File: config.mk
export PLATFORM = sky130hd
export DESIGN_NAME = posit_stream_accumulator
export DESIGN_NICKNAME = d
export VERILOG_FILES = /design/src/rtl/posit_stream_accumulator.sv
export SDC_FILE = /design/constraint.sdc
export NUM_CORES = 1
export LEC_CHECK = 0
export BUFFER_PORTS_ARGS = -buffer_cell sky130_fd_sc_hd__buf_2
export CAP_MARGIN = 20
export CORE_MARGIN = 2
export CORE_UTILIZATION = 45
export DETAILED_ROUTE_END_ITERATION = 12
export PLACE_DENSITY = 0.67
export SLEW_MARGIN = 20
export SYNTH_ARGS = -nofsm -noshare
export SYNTH_HDL_FRONTEND = slang
export SYNTH_SLANG_ARGS = --single-unit
File: constraint.sdc
create_clock -name aclk -period 4.5 [get_ports aclk]
set_clock_uncertainty 0.2 [all_clocks]
set_input_delay 0.45 -clock aclk [delete_from_list [all_inputs] [get_ports aclk]]
set_output_delay 0.45 -clock aclk [all_outputs]
set_load 0.1 [all_outputs]
File: src/rtl/posit_stream_accumulator.sv
`default_nettype none
// ============================================================================
// posit_stream_accumulator
// Folds a posit stream through an external LAT-cycle pipelined posit adder,
// recycling partial sums until one value remains; emits it with valid/ready.
// Revision: 1.0
// ============================================================================
module posit_stream_accumulator #(
    parameter int N   = 8,
    parameter int LAT = 6,
    parameter int CW  = 16
) (
    input  logic          aclk,
    input  logic          aresetn,
    input  logic [N-1:0]  in_data,
    input  logic          in_valid,
    input  logic          in_last,
    output logic          in_ready,
    output logic [N-1:0]  add_in1,
    output logic [N-1:0]  add_in2,
    output logic          add_start,
    input  logic [N-1:0]  add_result,
    input  logic          add_inf,
    input  logic          add_done,
    output logic [N-1:0]  sum_data,
    output logic          sum_inf,
    output logic [CW-1:0] sum_count,
    output logic          sum_valid,
    input  logic          sum_ready
);

    localparam int            IW  = $clog2(LAT + 3);
    localparam logic [N-1:0]  NAR = {1'b1, {(N-1){1'b0}}};

    typedef enum logic [1:0] {
        ACCUM = 2'd0,
        DRAIN = 2'd1,
        OUT   = 2'd2
    } state_t;

    state_t         state;
    logic [N-1:0]   hold;
    logic           hold_valid;
    logic [IW-1:0]  inflight;
    logic           inf_acc;
    logic [CW-1:0]  count;

    logic           fire;
    logic           done_ok;
    logic           src_r;
    logic           src_i;
    logic           src_h;
    logic           drain_exit;
    logic           out_take;
    logic           issue;
    logic [N-1:0]   op_a;
    logic [N-1:0]   op_b;
    logic [N-1:0]   hold_next;
    logic           hold_valid_next;
    logic [IW-1:0]  inflight_next;

    // Results with nothing outstanding (e.g. launched before a reset) are dropped.
    always_comb begin
        fire       = in_valid & in_ready;
        done_ok    = add_done & (inflight != '0);
        src_r      = done_ok & (state != OUT);
        src_i      = fire;
        src_h      = hold_valid & (state != OUT);
        drain_exit = (state == DRAIN) & hold_valid & (inflight == '0) & ~add_done;
        out_take   = (state == OUT) & sum_ready;
    end

    // Pair up to two of {returned sum, new element, held value} in that order.
    always_comb begin
        issue           = 1'b0;
        op_a            = hold;
        op_b            = hold;
        hold_next       = hold;
        hold_valid_next = hold_valid;
        if (src_r && src_i) begin
            issue           = 1'b1;
            op_a            = add_result;
            op_b            = in_data;
            hold_valid_next = src_h;
        end else if (src_r && src_h) begin
            issue           = 1'b1;
            op_a            = add_result;
            op_b            = hold;
            hold_valid_next = 1'b0;
        end else if (src_i && src_h) begin
            issue           = 1'b1;
            op_a            = in_data;
            op_b            = hold;
            hold_valid_next = 1'b0;
        end else if (src_r) begin
            hold_next       = add_result;
            hold_valid_next = 1'b1;
        end else if (src_i) begin
            hold_next       = in_data;
            hold_valid_next = 1'b1;
        end
        if (drain_exit) begin
            hold_valid_next = 1'b0;
        end
    end

    always_comb begin
        inflight_next = inflight;
        if (issue && !done_ok) begin
            inflight_next = inflight + IW'(1);
        end else if (!issue && done_ok) begin
            inflight_next = inflight - IW'(1);
        end
    end

    always_ff @(posedge aclk or negedge aresetn) begin
        if (!aresetn) begin
            state      <= ACCUM;
            in_ready   <= 1'b1;
            hold       <= '0;
            hold_valid <= 1'b0;
            inflight   <= '0;
            inf_acc    <= 1'b0;
            count      <= '0;
            add_start  <= 1'b0;
            add_in1    <= '0;
            add_in2    <= '0;
            sum_data   <= '0;
            sum_inf    <= 1'b0;
            sum_count  <= '0;
            sum_valid  <= 1'b0;
        end else begin
            hold       <= hold_next;
            hold_valid <= hold_valid_next;
            inflight   <= inflight_next;
            add_start  <= issue;
            if (issue) begin
                add_in1 <= op_a;
                add_in2 <= op_b;
            end

            if (out_take) begin
                inf_acc <= 1'b0;
            end else if ((done_ok && add_inf) || (fire && in_data == NAR)) begin
                inf_acc <= 1'b1;
            end

            if (out_take) begin
                count <= '0;
            end else if (fire && count != '1) begin
                count <= count + CW'(1);
            end

            case (state)
                ACCUM: begin
                    if (fire && in_last) begin
                        state    <= DRAIN;
                        in_ready <= 1'b0;
                    end
                end
                DRAIN: begin
                    if (drain_exit) begin
                        state     <= OUT;
                        sum_valid <= 1'b1;
                        sum_data  <= hold;
                        sum_inf   <= inf_acc;
                        sum_count <= count;
                    end
                end
                OUT: begin
                    if (sum_ready) begin
                        state     <= ACCUM;
                        sum_valid <= 1'b0;
                        in_ready  <= 1'b1;
                    end
                end
                default: begin
                    state <= ACCUM;
                end
            endcase
        end
    end

endmodule
`default_nettype wire
==> metrics.md <==
| Metric | Value |
|---|---|
| Outcome | `finished, final reports clean` |
| CP max FO | `19` |
| Die footprint | `around 8800 um^2` |
| Buffers on Ports | `between 60 and 70` |
| Clk slew on worst S/H paths | `about 0.070 ns` |
| Antenna Cells | `0` |
| R2r startpoint | `inflight[0]` |
| MaxCap Viol Count | `0` |
| Final period demand of the worst path | `between 3 and 4 ns` |
| CP Cell Sequence | `o41a_1 -> and2_1 -> ha_1 -> inv_1 -> nand2_1 -> ha_1 -> inv_1 -> ha_1 -> a21o_1 -> a2111oi_0 -> o31ai_1` |
| Chip Height | `94.0 um` |
| Switching Share | `0.519` |
| Cell Area, Synth | `between 3000 and 4000 um^2` |
| Ys async rst share | `1.00` |
| Final Slew Violations | `0` |
| DRC violations left | `0` |
| Sequential power share | `0.324` |
| Post-DP HPWL | `5630 um` |
| Worst-skew pair later-pin latency | `0.34 ns` |
| Sw power | `approximately 0.0017 W` |
| Synth warn | `0` |
| Final Cycle Share | `0.852` |
| Max frequency | `approximately 260 MHz` |
| Vias in the first global route | `2683` |
| Wire per inst | `15.4 um` |
| Pwr dens | `just under 800 nW/um^2` |
| Initial antenna violation count | `0` |
| Synth area leader | `dfrtp_1` |
| Post-synth top flop | `dfrtp_1` |
| Final net count | `428` |
| Total power | `approximately 0.0033 W` |
| DP Worst Slack | `~0.61 ns` |
| Die W | `between 90 and 100 um` |
| Synth top area cells | `dfrtp_1 (51%), mux2_2 (7.4%), mux2i_1 (7.1%), a21oi_1 (4.9%), nand2_1 (2.9%)` |
| Seq/Total Area, Yosys | `0.522` |
| IO Pins | `67` |
| Rows | `32` |
| Num CTS Buffers | `9` |
| Worst flop-to-flop path endpoint | `inflight[3]` |
| CTS Root Cell | `clkbuf_8` |
| Grt ovf | `0` |
| Cells after Synth | `339` |
| CTS tree | `built` |
| #FFs+latches synth | `76` |
| All-Layer GR Usage | `0.191` |
| Crit. End Element | `register` |
| P&R area growth vs syn | `16.0%` |
| H-tree levels | `3` |
| Fin. Hold Viols | `0` |
| Setup bufs post-CTS | `0` |
| Yosys cell types | `between 40 and 50` |
| CP Buf/Inv Count | `2` |
| Largest net degree at the start of global routing | `77` |
| CP startpoint kind | `register` |
| Yosys top cell area share | `0.515` |
| Initial Util | `0.467` |
| Worst reg2reg setup slack | `around 0.67 ns` |
| DR vias/cell | `between 5 and 6` |
| Cell family with most CP delay | `adder cells` |
| Routability cong. | `~0.91` |
| Detailed Route WL | `7780 um` |
| Vias after detailed routing | `2841` |
| Drt pass-1 iters | `4` |
| HP Class | `primary input to async pin` |
| CTS resizes | `0` |
| CP most frequent cell | `ha_1` |
| Clock sinks | `between 70 and 80` |
| RSZ-0062 raised after global routing | `false` |
| Final Worst Setup Slack | `between 0.6 and 0.7 ns` |
| Synthesized Nets | `369` |
| Initial drt markers | `between 90 and 100` |
| Slowest-stage cell, CP | `ha_1` |
| Clock Path Buffers | `2` |
| Total negative slack | `0 ns` |
| Int Power | `0.00157 W` |
| Setup Viol. Count Final | `0` |
| Max VDD drop | `around 0.7 mV` |
| Top cells by count, synth | `dfrtp_1 (75), a21oi_1 (36), nand2_1 (28)` |
| ANT nets after route | `0` |
| Max_slew headroom | `0.371` |
| Biggest cell delay along the critical path | `approximately 0.63 ns` |
| Cell count of the worst reg-to-reg path | `11` |
| Layout cells sized above 1 | `0.284` |
| Comb power frac | `0.503` |
| First-pass GRT wire length | `13100 um` |
| Number of synthesized flops with an enable pin | `0` |
| Critical Path AT | `3.85 ns` |
| Count leader, synth | `dfrtp_1` |
| Slew @ Worst Pin | `0.944 ns` |
| Number of hold buffers added after CTS | `0` |
| Core Footprint | `7810 um^2` |
| Clock network fraction of total power | `0.173` |
| Lkg Pwr | `a little over 2 nW` |
| Crit Path Category | `register to register` |
| CP Data Required Time | `4.51 ns` |
| Syn avg cell area | `about 11 um^2` |
worst max-delay path by stage:
stage,start,to,depth (start not counted)
after floorplan,inflight[0],inflight[3],13
after global placement,add_done,inflight[3],12
after detailed placement,add_done,inflight[3],12
after CTS,inflight[0],inflight[3],11
after global routing,inflight[0],inflight[3],11
final,inflight[0],inflight[3],11
logic make-up (layout without fill, tap and decap cells):
group	Yosys count	after routing	synth area share
and+or+nand+nor	100	100	0.144
DFF	76	76	0.522
AOI/OAI and AO/OA	75	75	0.118
muxes	50	50	0.146
buffers and inverters	29	92	0.0398
adders and majority gates	7	7	0.0261
xor gates and xnor gates	2	2	0.00481
worst register-to-register path: cells and delay by family (launching register included):
family	cells	cell delay [ns]
flops	1	0.46
compound gates	4	1.06
fa+ha+maj	3	1.14
simple gates	2	0.58
buf+inv	2	0.28
power groups by stage:
stage | registers, W | clock network, W | logic, W
final | 0.00106 | 0.000566 | 0.00165
after global routing | 0.00109 | 0.000616 | 0.00174
after CTS | 0.00106 | 0.000578 | 0.00166
after detailed placement | 0.00107 | 0 | 0.00165
after global placement | 0.00106 | 0 | 0.00163
after floorplan | 0.00195 | 0 | 0.000480
cell usage in the layout (no fill, tap or decap), types with 3 or more instances in the layout:
master,synthesis,final
nor3_1,4,4
ha_1,6,6
nand3_1,10,10
buf_4,2,3
mux2_2,24,24
o21ai_1,6,6
or3_1,7,7
o211ai_1,3,3
nor2_1,16,16
o21ai_0,18,18
dfrtp_1,75,75
or4_1,5,5
clkbuf_8,0,10
and4_1,4,4
nor4_1,5,5
inv_1,8,8
mux2i_1,26,26
nand4_1,9,9
a21oi_1,36,36
nand2_1,28,28
buf_2,5,65
and3_1,3,3
through the flow:
stage	instance area (um^2)	util	hold slack, ns	cells
4_1_cts	4230	0.542	0.0925	504
2_1_floorplan	3650	-	-0.0456	339
3_3_place_gp	4010	0.514	0.257	489
5_1_grt	4230	0.542	0.141	504
6_report	4230	0.542	0.0392	504
3_5_place_dp	4010	0.514	0.263	489
layout make-up:
type | count | area (um^2)
flip-flops and latches | 76 | 1900
repair buffers | 68 | 348
multi-input cells | 234 | 1600
fillers | 710 | 3580
well taps | 102 | 128
clock buffers | 11 | 141
inverters | 9 | 36.3
clock inverters | 4 | 73.8
state kept, by name (all words and copies together) (netlist names), 2 cells and up:
signal	flops
add_in1	8
add_in2	8
count	16
hold	8
inflight	4
state	2
sum_count	16
sum_data	8
per-layer routing:
metal / vias up / GRT usage / wire length (um)
met5: - / 0 / 0
met4: 0 / 0.0894 / 201
met3: 21 / 0.0465 / 356
met2: 82 / 0.295 / 3700
met1: 1385 / 0.255 / 3520
li1: 1353 / - / -
Power figures use the tool's default switching activity.
